`config.mk`:
```
export PLATFORM = sky130hd
export DESIGN_NAME = multicycle_core
export DESIGN_NICKNAME = d
export VERILOG_FILES = /design/src/rtl/multicycle_core.sv
export SDC_FILE = /design/constraint.sdc
export NUM_CORES = 2
export LEC_CHECK = 0
export CAP_MARGIN = 20
export CORE_MARGIN = 3
export CORE_UTILIZATION = 40
export DETAILED_ROUTE_END_ITERATION = 8
export PLACE_DENSITY = 0.53
export SYNTH_ARGS = -nofsm -noshare
export SYNTH_HDL_FRONTEND = slang
export SYNTH_SLANG_ARGS = --single-unit
```
`constraint.sdc`:
```
create_clock -name clk -period 6.2 [get_ports clk]
set_input_delay 1.86 -clock clk [delete_from_list [all_inputs] [get_ports clk]]
set_output_delay 1.86 -clock clk [all_outputs]
set_load 0.01 [all_outputs]
```
`src/rtl/multicycle_core.sv`:
```
// rtl/multicycle_core.sv - multicycle core with req/ack instruction and data memory ports
// One FSM pass per instruction: FETCH, DECODE, EXEC, then MEM and/or WB as needed.
module multicycle_core #(
    parameter int WORD_SIZE = 32,
    parameter int IADDR_W   = 8,
    parameter int DADDR_W   = 8
) (
    input  logic                 clk,
    input  logic                 rst,
    output logic                 imem_req,
    output logic [IADDR_W-1:0]   imem_addr,
    input  logic [31:0]          imem_rdata,
    input  logic                 imem_ack,
    output logic                 dmem_req,
    output logic                 dmem_we,
    output logic [DADDR_W-1:0]   dmem_addr,
    output logic [WORD_SIZE-1:0] dmem_wdata,
    input  logic [WORD_SIZE-1:0] dmem_rdata,
    input  logic                 dmem_ack,
    output logic [WORD_SIZE-1:0] output_data,
    output logic [3:0]           flags,
    output logic [IADDR_W-1:0]   pc_out,
    output logic                 halted,
    output logic                 illegal
);

    localparam logic [4:0] OP_NOP  = 5'd0;
    localparam logic [4:0] OP_ADD  = 5'd1;
    localparam logic [4:0] OP_SUB  = 5'd2;
    localparam logic [4:0] OP_AND  = 5'd3;
    localparam logic [4:0] OP_ORR  = 5'd4;
    localparam logic [4:0] OP_ADDI = 5'd5;
    localparam logic [4:0] OP_LDR  = 5'd6;
    localparam logic [4:0] OP_STR  = 5'd7;
    localparam logic [4:0] OP_B    = 5'd8;
    localparam logic [4:0] OP_BEQ  = 5'd9;
    localparam logic [4:0] OP_HALT = 5'd10;

    typedef enum logic [2:0] {
        S_FETCH,
        S_DECODE,
        S_EXEC,
        S_MEM,
        S_WB,
        S_HALT
    } state_t;

    state_t                r_state;
    state_t                w_next;
    logic [IADDR_W-1:0]    r_pc;
    logic [31:0]           r_ir;
    logic [WORD_SIZE-1:0]  r_a;
    logic [WORD_SIZE-1:0]  r_b;
    logic [WORD_SIZE-1:0]  r_d;
    logic [WORD_SIZE-1:0]  r_result;
    logic [DADDR_W-1:0]    r_addr;
    logic [3:0]            r_flags;
    logic [WORD_SIZE-1:0]  r_out;
    logic                  r_illegal;
    logic [WORD_SIZE-1:0]  r_rf [16];

    logic [4:0]            w_op;
    logic [3:0]            w_rd;
    logic [3:0]            w_rn;
    logic [3:0]            w_rm;
    logic [WORD_SIZE-1:0]  w_imm;
    logic                  w_is_alu;
    logic                  w_is_bad;
    logic [WORD_SIZE-1:0]  w_opb;
    logic                  w_cin;
    logic [WORD_SIZE:0]    w_sum;
    logic [WORD_SIZE-1:0]  w_res;
    logic [3:0]            w_flags;
    logic [IADDR_W-1:0]    w_pc_inc;
    logic [IADDR_W-1:0]    w_pc_br;

    assign w_op     = r_ir[31:27];
    assign w_rd     = r_ir[26:23];
    assign w_rn     = r_ir[22:19];
    assign w_rm     = r_ir[18:15];
    assign w_imm    = {{(WORD_SIZE-15){r_ir[14]}}, r_ir[14:0]};
    assign w_is_alu = (w_op >= OP_ADD) && (w_op <= OP_ADDI);
    assign w_is_bad = (w_op > OP_HALT);
    assign w_pc_inc = r_pc + IADDR_W'(1);
    assign w_pc_br  = w_pc_inc + w_imm[IADDR_W-1:0];

    // One adder serves ADD/SUB/ADDI and the LDR/STR effective address.
    always_comb begin
        w_opb = w_imm;
        w_cin = 1'b0;
        if (w_op == OP_ADD) begin
            w_opb = r_b;
        end else if (w_op == OP_SUB) begin
            w_opb = ~r_b;
            w_cin = 1'b1;
        end
        w_sum = {1'b0, r_a} + {1'b0, w_opb} + (WORD_SIZE+1)'(w_cin);
        case (w_op)
            OP_AND:  w_res = r_a & r_b;
            OP_ORR:  w_res = r_a | r_b;
            default: w_res = w_sum[WORD_SIZE-1:0];
        endcase
        w_flags[3] = w_res[WORD_SIZE-1];
        w_flags[2] = (w_res == '0);
        w_flags[1] = r_flags[1];
        w_flags[0] = r_flags[0];
        if ((w_op == OP_ADD) || (w_op == OP_SUB) || (w_op == OP_ADDI)) begin
            w_flags[1] = w_sum[WORD_SIZE];
            w_flags[0] = (r_a[WORD_SIZE-1] == w_opb[WORD_SIZE-1]) &&
                         (w_sum[WORD_SIZE-1] != r_a[WORD_SIZE-1]);
        end
    end

    always_comb begin
        w_next     = r_state;
        imem_req   = 1'b0;
        dmem_req   = 1'b0;
        dmem_we    = 1'b0;
        imem_addr  = r_pc;
        dmem_addr  = r_addr;
        dmem_wdata = r_d;
        case (r_state)
            S_FETCH: begin
                // Held low while in reset so no fetch is presented during it.
                imem_req = rst;
                if (imem_ack) w_next = S_DECODE;
            end
            S_DECODE: begin
                if ((w_op == OP_HALT) || w_is_bad) w_next = S_HALT;
                else                               w_next = S_EXEC;
            end
            S_EXEC: begin
                if (w_is_alu)                                w_next = S_WB;
                else if ((w_op == OP_LDR) || (w_op == OP_STR)) w_next = S_MEM;
                else                                         w_next = S_FETCH;
            end
            S_MEM: begin
                dmem_req = 1'b1;
                dmem_we  = (w_op == OP_STR);
                if (dmem_ack) w_next = (w_op == OP_LDR) ? S_WB : S_FETCH;
            end
            S_WB:    w_next = S_FETCH;
            S_HALT:  w_next = S_HALT;
            default: w_next = S_FETCH;
        endcase
    end

    always_ff @(posedge clk) begin
        if (!rst) begin
            r_state   <= S_FETCH;
            r_pc      <= '0;
            r_ir      <= '0;
            r_a       <= '0;
            r_b       <= '0;
            r_d       <= '0;
            r_result  <= '0;
            r_addr    <= '0;
            r_flags   <= '0;
            r_out     <= '0;
            r_illegal <= 1'b0;
            for (int i = 0; i < 16; i++) r_rf[i] <= '0;
        end else begin
            r_state <= w_next;
            case (r_state)
                S_FETCH: begin
                    if (imem_ack) r_ir <= imem_rdata;
                end
                S_DECODE: begin
                    r_a <= r_rf[w_rn];
                    r_b <= r_rf[w_rm];
                    r_d <= r_rf[w_rd];
                    if (w_is_bad) r_illegal <= 1'b1;
                end
                S_EXEC: begin
                    r_result <= w_res;
                    r_addr   <= w_sum[DADDR_W-1:0];
                    if (w_is_alu) r_flags <= w_flags;
                    if (w_op == OP_B)        r_pc <= w_pc_br;
                    else if (w_op == OP_BEQ) r_pc <= r_flags[2] ? w_pc_br : w_pc_inc;
                    else if (w_op == OP_NOP) r_pc <= w_pc_inc;
                end
                S_MEM: begin
                    if (dmem_ack) begin
                        if (w_op == OP_LDR) r_result <= dmem_rdata;
                        else                r_pc     <= w_pc_inc;
                    end
                end
                S_WB: begin
                    // R0 is never written, so it keeps its reset value of zero.
                    if (w_rd != 4'd0) r_rf[w_rd] <= r_result;
                    r_out <= r_result;
                    r_pc  <= w_pc_inc;
                end
                default: ;
            endcase
        end
    end

    assign output_data = r_out;
    assign flags       = r_flags;
    assign pc_out      = r_pc;
    assign halted      = (r_state == S_HALT);
    assign illegal     = r_illegal;

endmodule
```
# Word-level counts from Yosys, hierarchy flattened
# Memories as Yosys holds them, arrays and structs flattened. A register that Yosys moved wholly into a read port is not among the register bits.
# Cells that the tools add are included.
[word_totals]
output_inout_bits = 97
ff_bits = 120
ramBits = 512
inputBits = 68
memories = 1
[memory_table]
columns = ["name", "words", "word_bits", "rd", "rd_ports_with_merged_regs", "wr", "line_no", "text"]
rows = [
  ["r_rf", 16, 32, 3, 3, 16, "60", "logic [WORD_SIZE-1:0] r_rf [16];"],
]
[classes]
order_cmp = 3
add_sub_neg = 4
n_reduce_logical = 23
n_eq_ne = 22
mux = 33
bitwise_logic = 3
[ops]
columns = ["op", "n"]
rows = [
  ["$mux 32", 5],
  ["$pmux 32 s2", 2],
  ["$mux 8", 6],
  ["$add 32x32->33", 1],
  ["$add 33x1->33", 1],
  ["$and 32x32->32", 1],
  ["$logic_not 32->1", 1],
  ["$not 32->32", 1],
  ["$or 32x32->32", 1],
  ["$reduce_or 32->1", 1],
  ["$pmux 8 s3", 1],
  ["$eq 5x3->1 const B", 4],
  ["$eq 5x4->1 const B", 3],
  ["$mux 3", 5],
  ["$pmux 3 s5", 1],
  ["$mux 1", 11],
  ["$eq 5x2->1 const B", 2],
  ["$add 8x1->8 const B", 1],
  ["$add 8x8->8", 1],
  ["$ne 2x2->1 const B", 4],
  ["$reduce_and 2->1", 4],
  ["$eq 3x2->1 const B", 2],
  ["$eq 3x3->1 const B", 2],
  ["$reduce_and 3->1", 2],
  ["other kinds (19)", 25],
]

# Depth between registers and ports, before layout
[logic_depth]
ltp_word = 7
ltp_mapped = 21

# Worst setup path before layout
# OpenSTA, ideal clock, no wires.
[synth_timing]
path_kind = "input to register"
startpoint = "in rst"
endpoint = "mem r_rf[5][0] (enable)"
cell_stages = 3
arrival_ns = 4.704
path_buffers = 1
setup_time_ns = 0.466
setup_slack_ns = 1.030
cell_sequence = "clkbuf_1 nand4b_1 o21ai_0"
[synth_rtl]
columns = ["item", "line_no", "text"]
rows = [
  ["from (decl)", "9", "input logic rst,"],
  ["to (decl)", "60", ""],
]

# Worst setup path in the final report
[layout_timing]
startpoint = "reg r_ir[31]"
endpoint = "reg r_flags[2] (netlist: flags[2])"
[layout_via]
elab_chain_len = 7
word_cells_on_any_way = 16
classes_between = "add/sub: 2; order compare: 2; eq/ne: 4; mux: 5; reduce/logical: 3"
[layout_lines]
columns = ["item", "line_no", "text"]
rows = [
  ["from (decl)", "51", "logic [31:0] r_ir;"],
  ["from (signal assigned)", "166", "if (imem_ack) r_ir <= imem_rdata;"],
  ["$eq 5x2->1", "93", "end else if (w_op == OP_SUB) begin"],
  ["$mux 32", "93", ""],
  ["$mux 32", "91", "if (w_op == OP_ADD) begin"],
  ["$add 32x32->33", "97", "w_sum = {1'b0, r_a} + {1'b0, w_opb} + (WORD_SIZE+1)'(w_cin);"],
  ["$add 33x1->33", "97", ""],
  ["$pmux 32 s2", "98", "case (w_op)"],
  ["$logic_not 32->1", "104", "w_flags[2] = (w_res == '0);"],
  ["to (signal assigned)", "177", "if (w_is_alu) r_flags <= w_flags;"],
  ["to (decl)", "57", "logic [3:0] r_flags;"],
]
# Several ways; a longest one is shown, not always the timed one.
# A chain may end at the register's enable or synchronous reset.

==> results.txt <==
----------------------------------------------------
[Placed design]
  Post-detailed-placement half-perimeter wirelength ... between 90 and 100 mm
  Number of buffers added on ports ... between 150 and 200
  Standard cell area after detailed placement ... 45,300 sq um
  Final weighted congestion of routability-driven global placement ... 0.934

[Global route]
  Total GRT Usage ... between 20% and 30%
  Maximum number of pins on one net before global-route repair ... between 150 and 200
  Vias in the first global route ... ~30,000
  GRT overflow ... 0
  First-pass GRT wire length ... 222 mm
  Antenna violations before repair ... 11

[Timing]
  Final sum of negative setup slack ... 0 ns
  Number of failing hold endpoints at the final stage ... 0
  Final setup skew ... 0.0195 ns
  Slew headroom ... between 20% and 30%
  Unrepaired setup endpoints after global routing ... no
  Final period util ... around 90%
  Transition time at the pin with the least slew margin ... 1.17 ns
  Count of endpoints failing setup in the final report ... 0
  Min Clock Period, post-route ... between 5 and 6 ns
  Fmax ... about 180 MHz
  Count of final max-slew check failures ... 0
  Final-layout worst hold slack ... approximately 0.45 ns

[Die]
  Die W ... between 300 and 400 microns
  Core footprint ... 104,000 sq um
  Vertical die dimension ... ~330 microns
  Number of cell rows ... roughly 120
  Io pins ... about 170
  Area of the die ... roughly 110,000 sq um
  Initial Utilization ... 40.4%

[Setup path]
  Timing startpoint of the critical path ... r_ir[31]
  Reg-to-reg endpoint ... flags[2]
  Highest-delay cell along the critical path ... or4b_2
  Buf+Inv Stages, Crit Path ... 2
  Largest incremental delay on the critical path ... approximately 0.7 ns
  Depth of the worst register-to-register path ... 18
  Dominant delay contributor by cell family on the critical path ... simple AND/OR/NAND/NOR gates
  Category of the worst setup path capture point ... flop
  Cell breakdown of the critical path ... or4b_2 > nand2b_1 > inv_1 > o21ai_0 > o21ai_0 > fa_1 > inv_1 > fa_1 > nor2b_1 > o22a_1 > a32oi_1 > a21boi_1 > xor2_1 > a221oi_1 > and4b_1 > nand4_1 > or4_1 > o21ai_1
  Endpoint required time on the critical path ... around 7 ns
  Launch instance of the worst register-to-register path ... r_ir[31]
  Worst Setup Start Kind ... flop
  Slack of the worst reg-to-reg path ... ~0.75 ns
  Critical setup path kind ... reg -> reg
  Maximum fanout along the worst path ... 9
  Signal arrival time at the worst endpoint ... slightly above 6 ns

[Power and ir drop]
  Total power per unit cell area ... roughly 350 nW/um^2
  IR drop worst, VDD ... 0.219 mV
  Sw Pwr ... roughly 6 mW
  Power share of the sequential group ... a little under two fifths
  Overall Power ... 16.7 mW
  Internal cell power ... 10.8 mW
  Gate power share ... a little under a third
  Clk network pwr share ... 30.7%
  Leakage power ... between 15 and 20 nW
  Fraction of power spent switching nets ... 35.4%

[Logic synthesis]
  Cell type with the largest total area after synthesis ... edfxtp_1
  Register bit total from synthesis ... about 730
  Main flop type after synthesis ... edfxtp_1
  Async SR Flop Fraction ... 0%
  Synth cell count leaders ... edfxtp_1, and2_1, mux4_2
  Area share of the largest cell type after synthesis ... a little over a third
  Yosys synthesis warning count ... 0
  Share of synthesized area occupied by flip-flops and latches ... between 40% and 50%
  Top post-synthesis cells by area ... edfxtp_1, mux4_2, dfxtp_1, and2_1, nand2_1
  Number of distinct library cells after synthesis ... 81
  Cell with the most instances after synthesis ... edfxtp_1
  Gate Count Post-Synth ... about 3,300
  Number of enable flip-flop cells after synthesis ... approximately 500
  Mean instance size in the synthesized netlist ... between 10 and 15 sq um
  Area of the mapped netlist ... around 42,000 sq um

[Clocking]
  Clock input transition at the sequential cells of the worst setup and hold paths ... 0.06 ns
  Clock sink count ... 728
  Hold-fix buffers, CTS ... 0
  Htree depth ... 3
  CTS Root Buffer Type ... clkbuf_16
  PostCTS Resize Cnt ... 0
  TritonCTS buffer count ... 86
  # Post-CTS Setup Buffers ... 0
  Insertion delay of the later-clocked pin in the worst-skew pair ... 0.67 ns
  Clock tree buffer depth ... 3
  TritonCTS clock tree ... yes

[Worst hold path]
  Hold Crit Endpoint ... output_data[19]
  Launch point of the worst hold path ... output_data[19]
  Worst hold path cell count ... 2
  Type of the most critical hold path ... reg -> reg

[Final layout]
  Layout net count ... roughly 3,500
  Cell area after layout ... a little under 50,000 sq um
  Utilization after layout ... between 40% and 50%
  Area growth from synthesis to layout ... 14.8%
  Ratio of cells with drive above 1 in the final layout ... between 20% and 30%
  Fill cell count ... slightly above 9,000

[Detailed routing]
  WL final ... roughly 160 mm
  Vias per inst ... about 6.3
  Average detailed-routed wire length per instance ... 32.1 microns
  Remaining number of nets flagged by the antenna check after routing ... 0
  Vias after detailed routing ... roughly 30,000
  Number of DRC violations after detailed-routing iteration 0 ... just under 4,000
  First-pass detailed-route iteration total ... 8
  Post-route DRC violation count ... 0

[Status]
  Status ... finished, final reports clean

[Job]
  Max-cap violation count ... 0

----------------------------------------------------
==> sequential cells by signal, indices dropped and copies added, names as in the netlist <==
| register | count |
|---|---|
| dmem_addr | 8 |
| dmem_wdata | 32 |
| flags | 4 |
| illegal | 1 |
| imem_addr | 8 |
| output_data | 32 |
| r_a | 32 |
| r_b | 32 |
| r_ir | 32 |
| r_result | 32 |
| r_rf | 512 |
| r_state | 3 |
==> power by group through the flow <==
| stage | combinational, mW | sequential (mW) | clock (mW) |
|---|---|---|---|
| 2_1_floorplan | 3.62 | 5.96 | 0 |
| 3_3_place_gp | 5.12 | 6.47 | 0 |
| 3_5_place_dp | 5.12 | 6.50 | 0 |
| 4_1_cts | 5.14 | 6.40 | 5.23 |
| 5_1_grt | 5.53 | 6.48 | 5.42 |
| 6_report | 5.18 | 6.42 | 5.13 |
==> layout by cell type, fill, tap and decap left out, types with 21 or more instances in the layout <==
cell             netlist  layout
clkbuf_16              0      89
nand3_1               23      23
a211oi_1              32      32
ha_1                  39      39
clkdlybuf4s50_1        0     163
inv_1                 25      24
o21ai_0               76      64
a21oi_1              288     288
mux4_2               480     480
clkbuf_1             242      21
edfxtp_1             512     512
nand2_1              427     426
dfxtp_1              216     204
buf_4                  9      60
nor2_1               138     126
and2_1               485     483
conb_1                 1      32
==> how the worst max path moves through the flow <==
stage,cells past startpoint,slack (ns),to
CTS,18,0.76,flags[2]
floorplan,3,1.03,r_rf[5][0]
global route,18,0.45,flags[2]
detailed placement,18,0.79,flags[2]
global placement,18,0.74,flags[2]
finish,18,0.75,flags[2]
==> cell families after synthesis <==
| kind of cell | after synthesis | synth area share, % |
|---|---|---|
| DFF | 728 | 46.9 |
| AOI/OAI and AO/OA | 541 | 7.76 |
| other | 1 | 0.00894 |
| xor gates and xnor gates | 33 | 0.689 |
| and+or+nand+nor | 1171 | 14.1 |
| buffers and inverters | 338 | 3.25 |
| muxes | 488 | 26.0 |
| adders and majority gates | 43 | 1.33 |
==> per-layer routing <==
layer | up-vias | share of wire, % | track usage (%)
met5 | - | 0.0084 | 0
met2 | 1647 | 46 | 45.4
met1 | 15665 | 40 | 39.4
met4 | 2 | 3.0 | 8.92
li1 | 12789 | - | -
met3 | 272 | 10 | 6.41
==> area by class of cell <==
class / instances / area (sq um) / area share [%]
inverter: 25 / 101 / 0.210
antenna: 1 / 2.50 / 0.00520
timing repair buffer: 245 / 2510 / 5.22
tap: 1380 / 1730 / 3.59
multi-input combinational: 2308 / 21200 / 44.1
sequential: 728 / 19700 / 41.0
clock buffer: 122 / 2450 / 5.09
clock inverter: 40 / 398 / 0.826
==> tightest hold or removal path, cell delays in order, from the launching register on <==
cell	delay, ns
dfxtp_1	0.30
nand2_1	0.05
a21oi_1	0.05
==> stage by stage <==
stage	cells	setup slack [ns]
3_5_place_dp	4684	0.789
2_1_floorplan	3374	1.03
4_1_cts	4846	0.756
6_report	4849	0.748
5_1_grt	4848	0.445
3_3_place_gp	4684	0.737
No activity file was read; power rests on OpenSTA's default activity.
